$ cat config.mk
export PLATFORM = sky130hd
export DESIGN_NAME = piso_shift_reg
export DESIGN_NICKNAME = d
export VERILOG_FILES = /design/src/rtl/piso_shift_reg.sv
export SDC_FILE = /design/constraint.sdc
export NUM_CORES = 1
export LEC_CHECK = 0
export BUFFER_PORTS_ARGS = -buffer_cell sky130_fd_sc_hd__buf_2
export CAP_MARGIN = 10
export CORE_UTILIZATION = 40
export DETAILED_ROUTE_END_ITERATION = 6
export PLACE_DENSITY = 0.69
export SETUP_SLACK_MARGIN = 0.02
export SLEW_MARGIN = 0
export SYNTH_ARGS = -nofsm -noshare
export SYNTH_HDL_FRONTEND = slang
export SYNTH_SLANG_ARGS = --single-unit
$ cat constraint.sdc
create_clock -name clk -period 2.25 [get_ports clk]
set_input_delay 0.225 -clock clk [delete_from_list [all_inputs] [get_ports clk]]
set_output_delay 0.225 -clock clk [all_outputs]
set_load 0.05 [all_outputs]
$ cat src/rtl/piso_shift_reg.sv
// piso_shift_reg: parallel-in, serial-out shift register.
// Accepts a word through a valid/ready handshake and sends it one bit per
// enabled clock. The bit order is chosen at load time. Back-to-back words
// follow with no idle cycle between them.
// Optional feature macro: PISO_PARITY_EN. When defined, an even-parity beat
// is appended after the data bits, so a frame is MSB+1 beats long.
module piso_shift_reg #(
    parameter int MSB = 16
) (
    input  logic           clk,
    input  logic           rst,
    input  logic           en,
    input  logic           dir,
    input  logic           load_valid,
    input  logic [MSB-1:0] load_data,
    output logic           load_ready,
    output logic           sout,
    output logic           sout_valid,
    output logic           sout_last,
    output logic           busy
);

`ifdef PISO_PARITY_EN
    localparam int FRAME_LEN = MSB + 1;
`else
    localparam int FRAME_LEN = MSB;
`endif

    // The counter only has to reach FRAME_LEN-1, and that value is at most MSB.
    localparam int CW = $clog2(MSB + 1);
    localparam logic [CW-1:0] LAST_IDX = CW'(FRAME_LEN - 1);

    typedef enum logic {
        IDLE  = 1'b0,
        SHIFT = 1'b1
    } state_t;

    state_t          state_q, state_d;
    logic [MSB-1:0]  sreg_q, sreg_d;
    logic [CW-1:0]   count_q, count_d;
    logic            dir_q, dir_d;
    logic            lastBeat;
    logic            loadFire;
    logic            dataBit;
`ifdef PISO_PARITY_EN
    logic            parity_q, parity_d;
`endif

    // Select the outgoing bit from the held registers. It follows the bit
    // order captured at load, or the parity bit once all data bits are sent.
    always_comb begin
        dataBit = dir_q ? sreg_q[0] : sreg_q[MSB-1];
`ifdef PISO_PARITY_EN
        if (count_q == CW'(MSB)) begin
            dataBit = parity_q;
        end
`endif
    end

    // Flag the final beat of a frame and work out when a new word is taken.
    // A new word may be taken on the final beat, which keeps frames contiguous.
    always_comb begin
        lastBeat   = (state_q == SHIFT) && en && (count_q == LAST_IDX);
        load_ready = (state_q == IDLE) || lastBeat;
        loadFire   = load_valid && load_ready;
    end

    // Drive the serial outputs. They are gated to zero while idle, so a reset
    // or an idle link always presents a quiet line.
    always_comb begin
        sout       = 1'b0;
        sout_valid = 1'b0;
        sout_last  = 1'b0;
        busy       = 1'b0;
        if (state_q == SHIFT) begin
            busy       = 1'b1;
            sout       = dataBit;
            sout_valid = en;
            sout_last  = lastBeat;
        end
    end

    // Next-state logic. A load has priority over a shift because a load on the
    // last beat replaces the frame that is just ending. With en low, all state
    // holds, so a stalled beat is never consumed.
    always_comb begin
        state_d  = state_q;
        sreg_d   = sreg_q;
        count_d  = count_q;
        dir_d    = dir_q;
`ifdef PISO_PARITY_EN
        parity_d = parity_q;
`endif
        if (loadFire) begin
            state_d  = SHIFT;
            sreg_d   = load_data;
            dir_d    = dir;
            count_d  = '0;
`ifdef PISO_PARITY_EN
            parity_d = ^load_data;
`endif
        end else if ((state_q == SHIFT) && en) begin
            if (dir_q) begin
                sreg_d = {1'b0, sreg_q[MSB-1:1]};
            end else begin
                sreg_d = {sreg_q[MSB-2:0], 1'b0};
            end
            if (lastBeat) begin
                state_d = IDLE;
                count_d = '0;
            end else begin
                count_d = count_q + CW'(1);
            end
        end
    end

    // State registers. Reset is asynchronous, so a reset during a frame
    // aborts it at once.
    always_ff @(posedge clk or posedge rst) begin
        if (rst) begin
            state_q  <= IDLE;
            sreg_q   <= '0;
            count_q  <= '0;
            dir_q    <= 1'b0;
`ifdef PISO_PARITY_EN
            parity_q <= 1'b0;
`endif
        end else begin
            state_q  <= state_d;
            sreg_q   <= sreg_d;
            count_q  <= count_d;
            dir_q    <= dir_d;
`ifdef PISO_PARITY_EN
            parity_q <= parity_d;
`endif
        end
    end

endmodule

==> flow_metrics.env, run 1 <==
export IMPL_synth_edff_count=0
export IMPL_drv_slew=0
export IMPL_clkPwrFrac=0.115
export IMPL_crit_type="flop to output pin"
export IMPL_required_ns=2.03
export IMPL_io_pins=26
export IMPL_cts_htree_levels=1
export IMPL_grt_max_degree=24
export IMPL_drt_initial_drc_count=16
export IMPL_reg2reg_to="dir_q"
export IMPL_area_delta_synth_final_pct=12.4
export IMPL_die_h_um=60.7
export IMPL_clk_path_buf_depth=2
export IMPL_power_density_nw_per_um2=1100
export IMPL_clockRootBuffer="clkbuf_4"
export IMPL_dpl_cell_area_um2=1520
export IMPL_worstRegToRegCells=5
export IMPL_multiInputGateArea_um2=716
export IMPL_start_util=0.437
export IMPL_first_global_vias=969
export IMPL_stdcell_count=198
export IMPL_power_leakage_uw=0.000714
export IMPL_drtPass1Iterations=4
export IMPL_fin_nets=177
export IMPL_core_area_um2=3150
export IMPL_die_w_um=60.7
export IMPL_routed_wirelength_mm=2.70
export IMPL_cts_resized=0
export IMPL_fillers=311
export IMPL_async_flop_share=1.00
export IMPL_syn_num_nets=153
export IMPL_synth_warning_count=0
export IMPL_overflow=0
export IMPL_worst_pin_slew_ns=0.887
export IMPL_p_comb_frac=0.450
export IMPL_reg2reg_slack_ns=0.55
export IMPL_postSynthCellCount=131
export IMPL_seq_area_um2=576
export IMPL_cts_buffers=3
export IMPL_synth_cell_type_count=29
export IMPL_max_slew_margin=0.408
export IMPL_rsz0062_at_grt="false"
export IMPL_status="finished clean"
export IMPL_cts_clk_slew_worst_paths_ns=0.13
export IMPL_arrival_ns=1.76
export IMPL_avgRoutedWirePerCell_um=13.6
export IMPL_avgViaCountPerCell=5.20
export IMPL_antenna_found_initial=0
export IMPL_maxCapViolCount=0
export IMPL_synth_area_um2=1380
export IMPL_holdWs_ns=0.0715
export IMPL_period_minus_slack_ns=1.99
export IMPL_post_route_period_util=0.884
export IMPL_path_delay_family="flip-flops"
export IMPL_clock_sinks=23
export IMPL_grt_pass1_wl_mm=4.50
export IMPL_fin_area_um2=1550
export IMPL_worstSkewPairLatency_ns=0.31
export IMPL_switching_share=0.378
export IMPL_postSynthAreaPerCell_um2=10.5
export IMPL_slowest_delay_ns=0.42
export IMPL_layout_drive_gt1_share=0.318
export IMPL_ys_seq_area_frac=0.418
export IMPL_switchingPower_uw=644
export IMPL_synth_main_ff_cell="dfrtp_1"
export IMPL_fin_worst_skew_ns=0.00788
export IMPL_synth_seq_cells=23
export IMPL_hold_class="input pin to asynchronous set/reset pin"
export IMPL_synthTopCellsByArea="dfrtp_1, mux2i_1, a21oi_1, mux2_4, mux2_2"
export IMPL_crit_chain="ha_1 > nand4b_1 > o21ai_0 > buf_2"
export IMPL_slowest_stage="dfrtp_1"
export IMPL_cp_max_fo=5
export IMPL_crit_buf_inv=1
export IMPL_cts_tree="built"
export IMPL_setup_viol=0
export IMPL_irDropWorstVdd_v=0.000408
export IMPL_power_internal_uw=1060
export IMPL_postCtsSetupRepairBufs=0
export IMPL_portBuffers=25
export IMPL_die_area_um2=3680
export IMPL_max_freq_ghz=0.503
export IMPL_drcViolationCount=0
export IMPL_grt_usage=0.168
export IMPL_dp_cells=194
export IMPL_total_power_uw=1700
export IMPL_holdBufCountCts=0
export IMPL_num_rows=20
export IMPL_diodes=0
export IMPL_dpl_hpwl_mm=1.95
export IMPL_yosys_area_top_type_share=0.418
export IMPL_endpoint_kind="output pin"
export IMPL_final_hold_viol_count=0
export IMPL_yosys_area_top_type="dfrtp_1"
export IMPL_place_congestion=0.823
export IMPL_worstSetupStartpointType="flop"
export IMPL_tns_ns=0
export IMPL_drtAntennaViolNets=0
export IMPL_regToRegStartpoint="count_q[0]"
export IMPL_vias=1030
export IMPL_seqPwrFrac=0.435
cells in the mapped netlist, types with 4 or more instances:
master and n:
a21oi_1 30, dfrtp_1 23, mux2i_1 16, mux2_2 8, mux2_4 8, o21ai_0 5
buf_2 4, clkbuf_1 4, inv_1 4, nand2_1 4, nand3_1 4
state kept, by name, summed over array words and instances (netlist names):
signal   flops
dir_q        1
count_q      5
state_q      1
sreg_q      16
power groups by stage:
stage / Sequential (uW) / Combinational [uW] / Clock (uW)
global placement: 740 / 746 / 0
finish: 740 / 765 / 196
detailed placement: 748 / 769 / 0
global route: 766 / 850 / 216
CTS: 738 / 771 / 200
floorplan: 696 / 667 / 0
metal layers:
layer | vias up | global-route usage | wire [um]
met4 | 0 | 0.0682 | 29
li1 | 516 | - | -
met2 | 20 | 0.261 | 1320
met5 | - | 0 | 0
met3 | 4 | 0.0256 | 69
met1 | 490 | 0.237 | 1280
how the worst max path moves through the flow:
stage | startpoint | end | slack [ns] | depth (start not counted)
global route | count_q[0] | load_ready | 0.09 | 4
detailed placement | count_q[0] | dir_q | 0.58 | 5
global placement | count_q[0] | dir_q | 0.61 | 5
finish | count_q[0] | load_ready | 0.26 | 4
CTS | count_q[0] | load_ready | 0.26 | 4
floorplan | count_q[0] | state_q | 0.05 | 4
layout make-up:
class / count / area share
flip-flops and latches: 23 / 0.372
clock buffers: 4 / 0.0170
repair buffers: 29 / 0.100
inverters: 5 / 0.0121
multi-input cells: 93 / 0.463
well taps: 44 / 0.0356
cell usage in the layout, fill, tap and decap left out:
cell	n
a21oi_1	30
a41oi_1	1
and2_1	1
and4b_1	1
buf_2	25
buf_4	4
clkbuf_1	1
clkbuf_4	3
clkinv_1	1
dfrtp_1	23
ha_1	1
inv_1	4
mux2_2	8
mux2_4	8
mux2i_1	16
nand2_1	4
nand2b_1	2
nand3_1	4
nand3_2	1
nand3b_1	1
nand4_1	1
nand4b_1	1
nor2_1	2
nor2b_1	2
nor3_1	1
o211a_1	1
o21ai_0	5
o31a_1	1
xnor2_1	1
kinds of logic (layout without fill, tap and decap cells):
logic type | after synthesis | in the layout | share of synthesized area
buf+inv | 15 | 38 | 0.0618
fa+ha+maj | 1 | 1 | 0.00909
mux | 32 | 32 | 0.269
flops | 23 | 23 | 0.418
compound gates | 38 | 38 | 0.147
xor+xnor | 1 | 1 | 0.00636
simple gates | 21 | 21 | 0.0882
through the flow:
stage	worst slack [ns]	util
4_1_cts	0.257	0.490
6_report	0.261	0.490
3_5_place_dp	0.585	0.482
5_1_grt	0.0914	0.490
2_1_floorplan	0.0486	-
3_3_place_gp	0.610	0.482
(Power assumes the default switching activity.)
==> run 2: changes to the inputs <==
--- a/config.mk
+++ b/config.mk
@@ -9,5 +9,5 @@
 export CAP_MARGIN = 10
-export CORE_UTILIZATION = 40
+export CORE_UTILIZATION = 54
 export DETAILED_ROUTE_END_ITERATION = 6
-export PLACE_DENSITY = 0.69
+export PLACE_DENSITY = 0.86
 export SETUP_SLACK_MARGIN = 0.02
==> constraint.sdc (replaced) <==
create_clock -name clk -period 2.25 [get_ports clk]
set_input_delay 0.1125 -clock clk [delete_from_list [all_inputs] [get_ports clk]]
set_output_delay 0.1125 -clock clk [all_outputs]
set_load 0.05 [all_outputs]
==> flow_metrics.env, run 2 (synthesized netlist as in run 1, its figures left out) <==
export IMPL_largest_reg_flops=16
export IMPL_grt_max_degree=24
export IMPL_final_cell_mix="a21oi_1, buf_2, dfrtp_1, mux2i_1"
export IMPL_die_area_um2=2750
export IMPL_place_congestion=0.766
export IMPL_die_h_um=52.5
export IMPL_period_minus_slack_ns=1.87
export IMPL_status="finished clean"
export IMPL_overflow=0
export IMPL_grt_pass1_wl_mm=4.55
export IMPL_max_freq_ghz=0.535
export IMPL_antenna_found_initial=0
export IMPL_dpl_hpwl_mm=1.98
export IMPL_hold_class="input pin to flop"
export IMPL_power_density_nw_per_um2=1120
export IMPL_grt_usage=0.233
export IMPL_top_regs="sreg_q (16), count_q (5)"
export IMPL_drv_slew=0
export IMPL_crit_type="flop to output pin"
export IMPL_cts_htree_levels=1
export IMPL_layout_drive_gt1_share=0.323
export IMPL_cts_resized=0
export IMPL_postCtsSetupRepairBufs=0
export IMPL_required_ns=2.14
export IMPL_die_w_um=52.5
export IMPL_worstRegToRegCells=5
export IMPL_cts_buffers=3
export IMPL_seq_area_um2=576
export IMPL_max_slew_margin=0.422
export IMPL_fin_nets=178
export IMPL_top_register="sreg_q"
export IMPL_routed_wirelength_mm=2.85
export IMPL_arrival_ns=1.76
export IMPL_holdWs_ns=0.0163
export IMPL_stdcell_count=183
export IMPL_final_hold_viol_count=0
export IMPL_irDropWorstVdd_v=0.000729
export IMPL_setup_viol=0
export IMPL_drtAntennaViolNets=0
export IMPL_core_area_um2=2300
export IMPL_avgViaCountPerCell=5.95
export IMPL_clock_sinks=23
export IMPL_cp_max_fo=18
export IMPL_diodes=0
export IMPL_drcViolationCount=0
export IMPL_drt_initial_drc_count=21
export IMPL_drtPass1Iterations=4
export IMPL_area_delta_synth_final_pct=11.7
export IMPL_fin_worst_skew_ns=0.00110
export IMPL_clk_path_buf_depth=2
export IMPL_holdPathStages=2
export IMPL_num_rows=17
export IMPL_rsz0062_at_grt="false"
export IMPL_total_power_uw=1720
export IMPL_maxCapViolCount=0
export IMPL_dp_cells=178
export IMPL_final_common_cell="a21oi_1"
export IMPL_worstSkewPairLatency_ns=0.31
export IMPL_cts_clk_slew_worst_paths_ns=0.12
export IMPL_multiInputGateArea_um2=716
export IMPL_worst_pin_slew_ns=0.866
export IMPL_worstSetupStartpointType="flop"
export IMPL_final_util=0.669
export IMPL_avgRoutedWirePerCell_um=15.6
export IMPL_post_route_period_util=0.831
export IMPL_endpoint_kind="output pin"
export IMPL_first_global_vias=992
export IMPL_clockRootBuffer="clkbuf_4"
export IMPL_fillers=180
export IMPL_start_util=0.599
export IMPL_tns_ns=0
export IMPL_vias=1088
export IMPL_cts_tree="built"
export IMPL_power_leakage_uw=0.000721
export IMPL_portBuffers=25
export IMPL_io_pins=26
-- run 2: cell count changes in the layout (fill, tap and decap cells not counted), sizes merged --
cell,delta
dlygate4sd3,+1
clkinv,+1
clkbuf,-1
-- run 2: area by class of cell --
type	instances	area share
Multi-Input combinational cell	93	0.465
Sequential cell	23	0.374
Timing Repair Buffer	30	0.107
Tap cell	28	0.0228
Clock buffer	3	0.0146
Inverter	5	0.0122
Clock inverter	1	0.00325
-- run 2: report_power, final --
part / leakage, uW / switching [uW] / internal [uW]
Clock: 0.0000177 / 127 / 66.6
Combinational: 0.000453 / 380 / 410
Sequential: 0.000250 / 159 / 579
Total: 0.000721 / 665 / 1060
-- run 2: per-layer routing --
layer / track usage / vias to the layer above / part of all wire
met4: 0.105 / 0 / 0.019
li1: - / 518 / -
met5: 0 / - / 0
met2: 0.395 / 31 / 0.52
met1: 0.292 / 532 / 0.43
met3: 0.0290 / 7 / 0.036
-- run 2: worst paths after layout --
kind	start	end	slack, ns
setup / recovery	state_q	sout_valid	0.38
hold / removal	load_data[5]	sreg_q[5]	0.02
setup reg to reg	count_q[0]	sreg_q[7]	0.59
hold reg to reg	count_q[4]	count_q[4]	0.56
max in group asynchronous	rst	sreg_q[6]	1.22
min in group asynchronous	rst	sreg_q[4]	0.51
-- run 2: stage by stage --
| stage | worst slack, ns | area (um2) |
|---|---|---|
| final | 0.381 | 1540 |
| after detailed placement | 0.613 | 1500 |
| after CTS | 0.368 | 1540 |
| after global placement | 0.674 | 1500 |
| after global routing | 0.217 | 1540 |
| after floorplan | 0.0486 | 1380 |
-- run 2: worst max-delay path: stages, from the launching register on --
cell and delay (ns):
dfrtp_1 0.45, nand2_1 0.16, clkinv_1 0.45, buf_2 0.39
-- run 2: what timing repair did --
item,4_1_cts,5_1_grt
hold buffers,1,0
endpoints found under the setup margin,0,0
endpoints found under the hold margin,23,0
